**src/rtl/weapons_pkg.sv**
```systemverilog
`default_nettype none
// ============================================================================
// Module      : weapons_pkg
// Description : Shared constants and FSM state encoding for the weapons
//               trigger sequencer and its helpers.
// Revision    : 1.0 - initial release
// ============================================================================
package weapons_pkg;

  // Ship mode code that permits firing
  localparam logic [3:0] MODE_ATTACK = 4'b0010;

  // Default width of ammo_level / fire_rate
  localparam int AMMO_W_DEF = 9;

  // Trigger sequencer states
  typedef enum logic [1:0] {
    ST_IDLE     = 2'd0,
    ST_FIRE     = 2'd1,
    ST_COOLDOWN = 2'd2,
    ST_OVERHEAT = 2'd3
  } fc_state_t;

endpackage
`default_nettype wire

```
**src/rtl/heat_gauge.sv**
```systemverilog
`default_nettype none
// ============================================================================
// Module      : heat_gauge
// Description : Saturating heat counter. A shot adds HEAT_PER_SHOT (clamped
//               at HEAT_MAX); decay removes one unit per cycle (clamped at 0).
// Revision    : 1.0 - initial release
// ============================================================================
module heat_gauge #(
  parameter int HEAT_W        = 5,
  parameter int HEAT_PER_SHOT = 4,
  parameter int HEAT_MAX      = 15
) (
  input  logic              clk,
  input  logic              rst_n,
  input  logic              add,
  input  logic              decay,
  output logic [HEAT_W-1:0] heat,
  output logic              at_max,
  output logic              at_zero,
  output logic              add_saturates
);

  localparam logic [HEAT_W:0]   c_max_ext   = (HEAT_W+1)'(HEAT_MAX);
  localparam logic [HEAT_W:0]   c_shot_ext  = (HEAT_W+1)'(HEAT_PER_SHOT);
  localparam logic [HEAT_W-1:0] c_max       = HEAT_W'(HEAT_MAX);
  localparam logic [HEAT_W-1:0] c_one       = HEAT_W'(1);

  logic [HEAT_W-1:0] heat_q;
  logic [HEAT_W-1:0] heat_d;
  logic [HEAT_W:0]   w_sum;
  logic [HEAT_W:0]   w_sum_sat;

  // Next heat: an add has priority over decay; one extra bit avoids wrap
  always_comb begin
    w_sum     = {1'b0, heat_q} + c_shot_ext;
    w_sum_sat = (w_sum >= c_max_ext) ? c_max_ext : w_sum;
    heat_d    = heat_q;
    if (add) begin
      heat_d = w_sum_sat[HEAT_W-1:0];
    end else if (decay && (heat_q != '0)) begin
      heat_d = heat_q - c_one;
    end
  end

  // Heat register
  always_ff @(posedge clk or negedge rst_n) begin
    if (!rst_n) begin
      heat_q <= '0;
    end else begin
      heat_q <= heat_d;
    end
  end

  assign heat          = heat_q;
  assign at_max        = (heat_q == c_max);
  assign at_zero       = (heat_q == '0);
  assign add_saturates = (w_sum_sat == c_max_ext);

endmodule
`default_nettype wire

```
**src/rtl/fire_control.sv**
```systemverilog
`default_nettype none
// ============================================================================
// Module      : fire_control
// Description : Trigger sequencer ahead of the ammo counter. Converts pilot
//               trigger edges into paced single or burst fire strobes, with
//               cooldown, overheat lockout and illegal-trigger flagging.
// Revision    : 1.0 - initial release
// ============================================================================
module fire_control
  import weapons_pkg::*;
#(
  parameter int AMMO_W        = AMMO_W_DEF,
  parameter int COOLDOWN      = 4,
  parameter int BURST_LEN     = 3,
  parameter int ROUND_COST    = 1,
  parameter int HEAT_W        = 5,
  parameter int HEAT_PER_SHOT = 4,
  parameter int HEAT_MAX      = 15
) (
  input  logic              clk,
  input  logic              rst,
  input  logic [3:0]        mode_selector,
  input  logic              trigger,
  input  logic              burst_sel,
  input  logic [AMMO_W-1:0] ammo_level,
  input  logic              loading,
  output logic              fire,
  output logic [AMMO_W-1:0] fire_rate,
  output logic              busy,
  output logic              overheat,
  output logic [HEAT_W-1:0] heat,
  output logic              error
);

  localparam logic [AMMO_W-1:0] c_round_cost = AMMO_W'(ROUND_COST);
  localparam logic [2:0]        c_burst_m1   = 3'(BURST_LEN - 1);
  localparam logic [3:0]        c_cd_m1      = 4'(COOLDOWN - 1);
  localparam logic [HEAT_W-1:0] c_heat_one   = HEAT_W'(1);

  fc_state_t         state_q, state_d;
  logic              trig_q, trig_d;
  logic [2:0]        shots_left_q, shots_left_d;
  logic [3:0]        cd_cnt_q, cd_cnt_d;
  logic [AMMO_W-1:0] fire_rate_q, fire_rate_d;
  logic              error_q, error_d;

  logic              rise;
  logic              ok;
  logic [AMMO_W-1:0] rate_clamp;
  logic              heat_add;
  logic              heat_decay;
  logic [HEAT_W-1:0] heat_w;
  logic              heat_at_max;
  logic              heat_at_zero;
  logic              heat_add_sat;

  heat_gauge #(
    .HEAT_W        (HEAT_W),
    .HEAT_PER_SHOT (HEAT_PER_SHOT),
    .HEAT_MAX      (HEAT_MAX)
  ) u_heat_gauge (
    .clk           (clk),
    .rst_n         (rst),
    .add           (heat_add),
    .decay         (heat_decay),
    .heat          (heat_w),
    .at_max        (heat_at_max),
    .at_zero       (heat_at_zero),
    .add_saturates (heat_add_sat)
  );

  // Next-state, burst/cooldown bookkeeping and heat control
  always_comb begin
    rise         = trigger & ~trig_q;
    ok           = (mode_selector == MODE_ATTACK) & ~loading & (ammo_level != '0);
    rate_clamp   = (ammo_level < c_round_cost) ? ammo_level : c_round_cost;
    state_d      = state_q;
    trig_d       = trigger;
    shots_left_d = shots_left_q;
    cd_cnt_d     = cd_cnt_q;
    fire_rate_d  = fire_rate_q;
    error_d      = 1'b0;
    heat_add     = 1'b0;
    heat_decay   = 1'b0;

    case (state_q)
      ST_IDLE: begin
        heat_decay = ~heat_at_zero;
        if (rise) begin
          if (ok) begin
            state_d      = ST_FIRE;
            shots_left_d = burst_sel ? c_burst_m1 : 3'd0;
            fire_rate_d  = rate_clamp;
          end else begin
            error_d = 1'b1;
          end
        end
      end

      ST_FIRE: begin
        heat_add = 1'b1;
        // A gauge already pinned at the limit also counts as overheated
        if (heat_add_sat || heat_at_max) begin
          state_d      = ST_OVERHEAT;
          shots_left_d = 3'd0;
        end else begin
          state_d  = ST_COOLDOWN;
          cd_cnt_d = c_cd_m1;
        end
      end

      ST_COOLDOWN: begin
        // Losing permission mid-burst drops the remaining shots silently
        if (!ok) begin
          shots_left_d = 3'd0;
        end
        if (cd_cnt_q == 4'd0) begin
          if ((shots_left_q != 3'd0) && ok) begin
            state_d      = ST_FIRE;
            shots_left_d = shots_left_q - 3'd1;
            fire_rate_d  = rate_clamp;
          end else begin
            state_d = ST_IDLE;
          end
        end else begin
          cd_cnt_d = cd_cnt_q - 4'd1;
        end
      end

      ST_OVERHEAT: begin
        heat_decay = 1'b1;
        if (rise) begin
          error_d = 1'b1;
        end
        // Heat reaches zero on the same edge that leaves this state
        if (heat_w == c_heat_one) begin
          state_d = ST_IDLE;
        end
      end

      default: begin
        state_d = ST_IDLE;
      end
    endcase
  end

  // State and bookkeeping registers
  always_ff @(posedge clk or negedge rst) begin
    if (!rst) begin
      state_q      <= ST_IDLE;
      trig_q       <= 1'b0;
      shots_left_q <= 3'd0;
      cd_cnt_q     <= 4'd0;
      fire_rate_q  <= '0;
      error_q      <= 1'b0;
    end else begin
      state_q      <= state_d;
      trig_q       <= trig_d;
      shots_left_q <= shots_left_d;
      cd_cnt_q     <= cd_cnt_d;
      fire_rate_q  <= fire_rate_d;
      error_q      <= error_d;
    end
  end

  assign fire      = (state_q == ST_FIRE);
  assign busy      = (state_q == ST_FIRE) || (state_q == ST_COOLDOWN);
  assign overheat  = (state_q == ST_OVERHEAT);
  assign fire_rate = fire_rate_q;
  assign heat      = heat_w;
  assign error     = error_q;

endmodule
`default_nettype wire

```
**config.mk**
```make
export PLATFORM = sky130hd
export DESIGN_NAME = fire_control
export DESIGN_NICKNAME = d
export VERILOG_FILES = /design/src/rtl/weapons_pkg.sv /design/src/rtl/heat_gauge.sv /design/src/rtl/fire_control.sv
export SDC_FILE = /design/constraint.sdc
export NUM_CORES = 1
export LEC_CHECK = 0
export ABC_AREA = 1
export BUFFER_PORTS_ARGS = -buffer_cell sky130_fd_sc_hd__buf_2
export CORE_MARGIN = 2
export CORE_UTILIZATION = 35
export DETAILED_ROUTE_END_ITERATION = 10
export PLACE_DENSITY_LB_ADDON = 0.2
export REMOVE_ABC_BUFFERS = 1
export SETUP_SLACK_MARGIN = 0.4
export SLEW_MARGIN = 0
export SYNTH_ARGS = -nofsm -noshare
export SYNTH_HDL_FRONTEND = slang
export SYNTH_SLANG_ARGS = --single-unit
export TNS_END_PERCENT = 10
```
**constraint.sdc**
```tcl
create_clock -name clk -period 2.7 [get_ports clk]
set_clock_uncertainty 0.1 [all_clocks]
set_input_delay 0.27 -clock clk [delete_from_list [all_inputs] [get_ports clk]]
set_output_delay 0.27 -clock clk [all_outputs]
set_load 0.1 [all_outputs]
```
# Yosys cells after proc, flatten, opt, wreduce, memory -nomap -nowiden
# Cells that the tools add are included.
dict set report word_totals {
  ff_bits 25
  inputBits 18
  output_inout_bits 18
  word_cells 85
}
dict set report classes {
  n_addsub 4
  n_lt_le_gt_ge 2
  n_eq_ne 15
  n_mux 33
  bitwise 6
  n_reduce_logical 18
}
# operator n
set op_table {}
lappend op_table {{$mux 9} 5}
lappend op_table {{$mux 3} 6}
lappend op_table {{$pmux 9 s2} 1}
lappend op_table {{$ne 2x2->1 const B} 6}
lappend op_table {{$mux 2} 5}
lappend op_table {{$mux 5} 2}
lappend op_table {{$lt 9x1->1 const B} 1}
lappend op_table {{$pmux 3 s3} 1}
lappend op_table {{$reduce_bool 9->1} 1}
lappend op_table {{$mux 4} 2}
lappend op_table {{$pmux 2 s4} 1}
lappend op_table {{$pmux 4 s2} 1}
lappend op_table {{$reduce_and 4->1} 2}
lappend op_table {{$add 5x3->6 const B} 1}
lappend op_table {{$eq 6x4->1 const B} 1}
lappend op_table {{$ge 6x4->1 const B} 1}
lappend op_table {{$mux 1} 6}
lappend op_table {{$mux 6} 1}
lappend op_table {{$reduce_bool 2->1} 3}
lappend op_table {{$reduce_bool 3->1} 2}
lappend op_table {{$eq 5x1->1 const B} 1}
lappend op_table {{$eq 5x4->1 const B} 1}
lappend op_table {{$logic_not 5->1} 1}
lappend op_table {{$reduce_and 5->1} 1}
lappend op_table {{other kinds (16)} 25}

# Longest topological paths before layout
dict set report logic_depth {
  word_depth 7
  ltp_mapped 11
  ltp_nobuf 11
}

# Cells and area by module
# Synthesis repeated with hierarchy kept, for this count alone.
dict set report hier_totals {
  cells_unflattened 234
  area_unflattened_um2 1755.4
}
# module instances cells_each area_per_inst_um2 seq_area_each_um2
set modules_own_cells {}
lappend modules_own_cells {fire_control 1 169 1293.7 500.5}
lappend modules_own_cells {heat_gauge 1 65 461.7 125.1}

# Least setup slack after synthesis
# OpenSTA, ideal clock, no wires.
dict set report synth_path {
  kind {reg2reg}
  from {register u_heat_gauge.heat_q[2], in the netlist u_heat_gauge.heat[2]}
  to {register cd_cnt_q[1]}
  setup_time_ns 0.126
  arrival_ns 2.480
  required_ns 2.474
  path_slack_ns -0.006
  stages_incl_launch_ff 10
  path_buffers 0
  synth_period_minus_slack_ns 2.706
  path_cell_list {dfrtp_1 > inv_1 > ha_1 > nand3_1 > o21ai_0 > o21ai_2 > nand3b_1 > inv_1 > nand2_1 > o21ai_0}
}
dict set report synth_between {
  elab_chain_len 7
  word_cells_on_any_way 8
  classes_between {add/sub (1); order compare (1); eq/ne (3); mux (1); reduce/logical (2)}
}
# item line_no
set synth_rtl {}
lappend synth_rtl {{start: declaration} heat_gauge.sv:28} ;# logic [HEAT_W-1:0] heat_q;
lappend synth_rtl {{start signal: assignment} heat_gauge.sv:50} ;# heat_q <= heat_d;
lappend synth_rtl {{$add 5x3->6} heat_gauge.sv:35} ;# w_sum = {1'b0, heat_q} + c_shot_ext;
lappend synth_rtl {{$ge 6x4->1} heat_gauge.sv:36} ;# w_sum_sat = (w_sum >= c_max_ext) ? c_max_ext : w_sum;
lappend synth_rtl {{$mux 6} heat_gauge.sv:36}
lappend synth_rtl {{$eq 6x4->1} heat_gauge.sv:57} ;# assign add_saturates = (w_sum_sat == c_max_ext);
lappend synth_rtl {{$logic_or 1x1->1 (*)} fire_control.sv:103} ;# if (heat_add_sat || heat_at_max) begin
lappend synth_rtl {{$ne 2x2->1 (no line) (*)} -}
lappend synth_rtl {{$reduce_and 3->1 (no line) (*)} -}
lappend synth_rtl {{end signal: assignment} fire_control.sv:160} ;# cd_cnt_q <= cd_cnt_d;
lappend synth_rtl {{end: declaration} fire_control.sv:43} ;# logic [3:0] cd_cnt_q, cd_cnt_d;
# Mark *: on every way between the ends. The rest lies on a longest branch, timed or not.
# A chain may end at the register's enable or synchronous reset.

# Final worst setup path
dict set report layout_path {
  from {register u_heat_gauge.heat_q[2], in the netlist u_heat_gauge.heat[2]}
  to {register shots_left_q[0]}
}
dict set report layout_between {
  elab_chain_len 7
  word_cells_on_any_way 8
  classes_between {add/sub (1); order compare (1); eq/ne (3); mux (1); reduce/logical (2)}
}
# item line_no
set layout_rtl {}
lappend layout_rtl {{$add 5x3->6} heat_gauge.sv:35}
lappend layout_rtl {{$ge 6x4->1} heat_gauge.sv:36}
lappend layout_rtl {{$mux 6} heat_gauge.sv:36}
lappend layout_rtl {{$eq 6x4->1} heat_gauge.sv:57}
lappend layout_rtl {{$logic_or 1x1->1 (*)} fire_control.sv:103}
lappend layout_rtl {{$ne 2x1->1 (no line) (*)} -}
lappend layout_rtl {{$reduce_and 4->1 (no line) (*)} -}
lappend layout_rtl {{end signal: assignment} fire_control.sv:159} ;# shots_left_q <= shots_left_d;
lappend layout_rtl {{end: declaration} fire_control.sv:42} ;# logic [2:0] shots_left_q, shots_left_d;
# Marked as above.

==> flow_metrics.tcl <==
set metrics [dict create \
    synth_area_um2 1598 \
    path_class "reg2reg" \
    crit_fanout 6 \
    postLayoutCellArea_um2 1886 \
    final_cell_mix "nand2_1 (48), inv_1 (38), buf_2 (35)" \
    fp-row-count 24 \
    overflow 0 \
    ir_worst_vdd_mv 0.1988 \
    holdPathStages 1 \
    synth.avg_cell_area_um2 7.608 \
    fin_crit_sh 0.7701 \
    cts_buffers 3 \
    drive_above_1_share 0.1928 \
    min_to "trig_q$_DFF_PN0_" \
    io_buffers 35 \
    ys_seq_elements 25 \
    fin_crit_ns 2.079 \
    p_int_uw 494.0 \
    p_comb_frac 0.057 \
    area_growth_pct 18.01 \
    root_buffer "clkbuf_8" \
    post-cts-setup-buffer-count 0 \
    p_leak_nw 1.048 \
    start_util 0.3644 \
    placedInstanceArea_um2 1827 \
    synthCells 210 \
    worstReg2RegStart "u_heat_gauge.heat[2]$_DFFE_PN0P_" \
    hold_violations 0 \
    yosys_warnings 0 \
    path_clk_slew_ns 0.10 \
    met3_usage 0.01688 \
    nNetsFinal 283 \
    clkLatencyLatePin_ns 0.27 \
    cp-start-kind "flip-flop" \
    clockBufferDepth 2 \
    fin_cells 301 \
    required_ns 2.78 \
    vias 1380 \
    setup_violations 0 \
    ios 36 \
    drv_cap 0 \
    max_freq_mhz 480.9 \
    crit_path_end_kind "flip-flop" \
    dp_cells 296 \
    fp.dieW_um 71.57 \
    reg2reg_slack_ns 0.62 \
    gp_congestion 0.8491 \
    power_switching_uw 156.1 \
    core_um2 4384 \
    grt_max_degree 26 \
    critPathArrivalTime_ns 2.16 \
    ant_nets 0 \
    ys_seq_area_frac 0.3915 \
    clockPowerShare 0.365 \
    nFillCells 468 \
    n_antenna_cell 0 \
    vias_per_cell 4.585 \
    use_met1 0.1806 \
    grt.total_usage 0.1401 \
    slew_headroom 0.6122 \
    grt_antenna_before_repair 0 \
    dp_slack_ns 0.6418 \
    rsz0062_at_grt "no" \
    reg2regPathDepth 9 \
    first_iter_violations 95 \
    r2r_end "shots_left_q[0]$_DFFE_PN0P_" \
    final_max_slew_viol_count 0 \
    seq_power_share 0.578 \
    hp-class "in2reg" \
    fp.dieH_um 71.57 \
    busiest_layer "met2" \
    tightest_slew_ns 0.5817 \
    hp-start "trigger" \
    grt_pass1_wl_um 5775 \
    wire_per_inst_um 10.60 \
    finish.utilization 0.4301 \
    synth.distinct_cells 25 \
    status "finished clean" \
    die-area_um2 5122 \
    routed_wirelength_um 3190 \
    layout_commonest_cell "nand2_1" \
    p_per_area_nw_per_um2 344.8 \
    setup_slack_ns 0.6207 \
    use_met2 0.2449 \
    dpl.hpwl_um 2552 \
    whs_ns 0.009956 \
    cts_tree "built" \
    clkSinkCount 25 \
    drc 0 \
    first_global_vias 1340 \
    swShare 0.2401 \
    drt-pass1-iter-count 4 \
    htree_levels 1 \
]
-- synthesized netlist by cell type, drive strengths merged --
cell type	number	area share
xnor2	1	0.0055
buf	1	0.0070
o21bai	1	0.0047
xor2	4	0.022
and2	2	0.0078
nand2	48	0.11
o21ai	17	0.060
a21o	1	0.0055
ha	15	0.12
o211ai	2	0.0094
nand3b	1	0.0047
mux2i	1	0.0063
inv	39	0.092
nor2	34	0.086
o221ai	2	0.011
a21oi	1	0.0031
dfrtp	25	0.39
nand3	14	0.050
nor3	1	0.0031
-- cell type report --
cell class	count	area (µm²)	area share
clock buffer	3	41.29	0.02190
clock inverter	1	7.507	0.003981
inverter	39	146.4	0.07764
multi-input combinational	145	814.5	0.4320
sequential	25	625.6	0.3318
tap	52	65.06	0.03451
timing repair buffer	36	185.2	0.09821
-- worst max-delay path by stage --
stage | startpoint | to | cells after the start | slack (ns)
floorplan | u_heat_gauge.heat[2]$_DFFE_PN0P_ | cd_cnt_q[1]$_DFFE_PN0P_ | 9 | -0.006
global placement | u_heat_gauge.heat[2]$_DFFE_PN0P_ | shots_left_q[0]$_DFFE_PN0P_ | 9 | 0.70
detailed placement | u_heat_gauge.heat[2]$_DFFE_PN0P_ | shots_left_q[0]$_DFFE_PN0P_ | 9 | 0.64
CTS | u_heat_gauge.heat[2]$_DFFE_PN0P_ | shots_left_q[0]$_DFFE_PN0P_ | 9 | 0.62
global route | u_heat_gauge.heat[2]$_DFFE_PN0P_ | cd_cnt_q[1]$_DFFE_PN0P_ | 9 | 0.42
finish | u_heat_gauge.heat[2]$_DFFE_PN0P_ | shots_left_q[0]$_DFFE_PN0P_ | 9 | 0.62
-- metal layers --
layer  vias to the layer above  part of all wire
met2                        19              0.49
met5                         -                 0
met1                       625              0.47
met4                         0             0.013
met3                         4             0.024
li1                        732                 -
-- per-stage QoR --
| step | setup TNS (ns) | power, mW |
|---|---|---|
| after floorplan | -0.006240 | 0.3985 |
| final | 0 | 0.6501 |
| after detailed placement | 0 | 0.4208 |
| after global placement | 0 | 0.4208 |
| after global routing | 0 | 0.6785 |
| after CTS | 0 | 0.6617 |
-- power by group through the flow --
stage / Combinational (mW) / Clock, mW / Sequential (mW)
global route: 0.0433 / 0.259 / 0.376
global placement: 0.0374 / 0 / 0.383
finish: 0.0370 / 0.237 / 0.376
detailed placement: 0.0374 / 0 / 0.383
floorplan: 0.00930 / 0 / 0.389
CTS: 0.0386 / 0.247 / 0.376
-- registers in the layout (all words and copies together), names as in the netlist --
register,flops
fire_rate,9
error,1
cd_cnt_q,4
u_heat_gauge.heat,5
trig_q,1
state_q,2
shots_left_q,3
-- critical path, stage by stage, from the launching register on --
cell	delay, ns
dfrtp_1	0.45
inv_1	0.15
ha_1	0.32
nand3_1	0.07
o21ai_0	0.32
o21ai_1	0.14
nor2_1	0.24
nand2_1	0.08
nand2_1	0.07
inv_1	0.03
-- cell families after synthesis --
logic type,Yosys count,share of synthesized area
AND/OR/NAND/NOR,100,0.2647
XOR/XNOR,5,0.02741
multiplexers,1,0.006265
flip-flops,25,0.3915
adder cells (fa/ha/maj),15,0.1175
AO/OA/AOI/OAI,24,0.09397
buffers and inverters,40,0.09867
-- timing repair --
action	4_1_cts	5_1_grt
resized for setup	0	0
hold buffers	1	0
endpoints found under the hold margin	25	0
No activity file was read; power rests on OpenSTA's default activity.
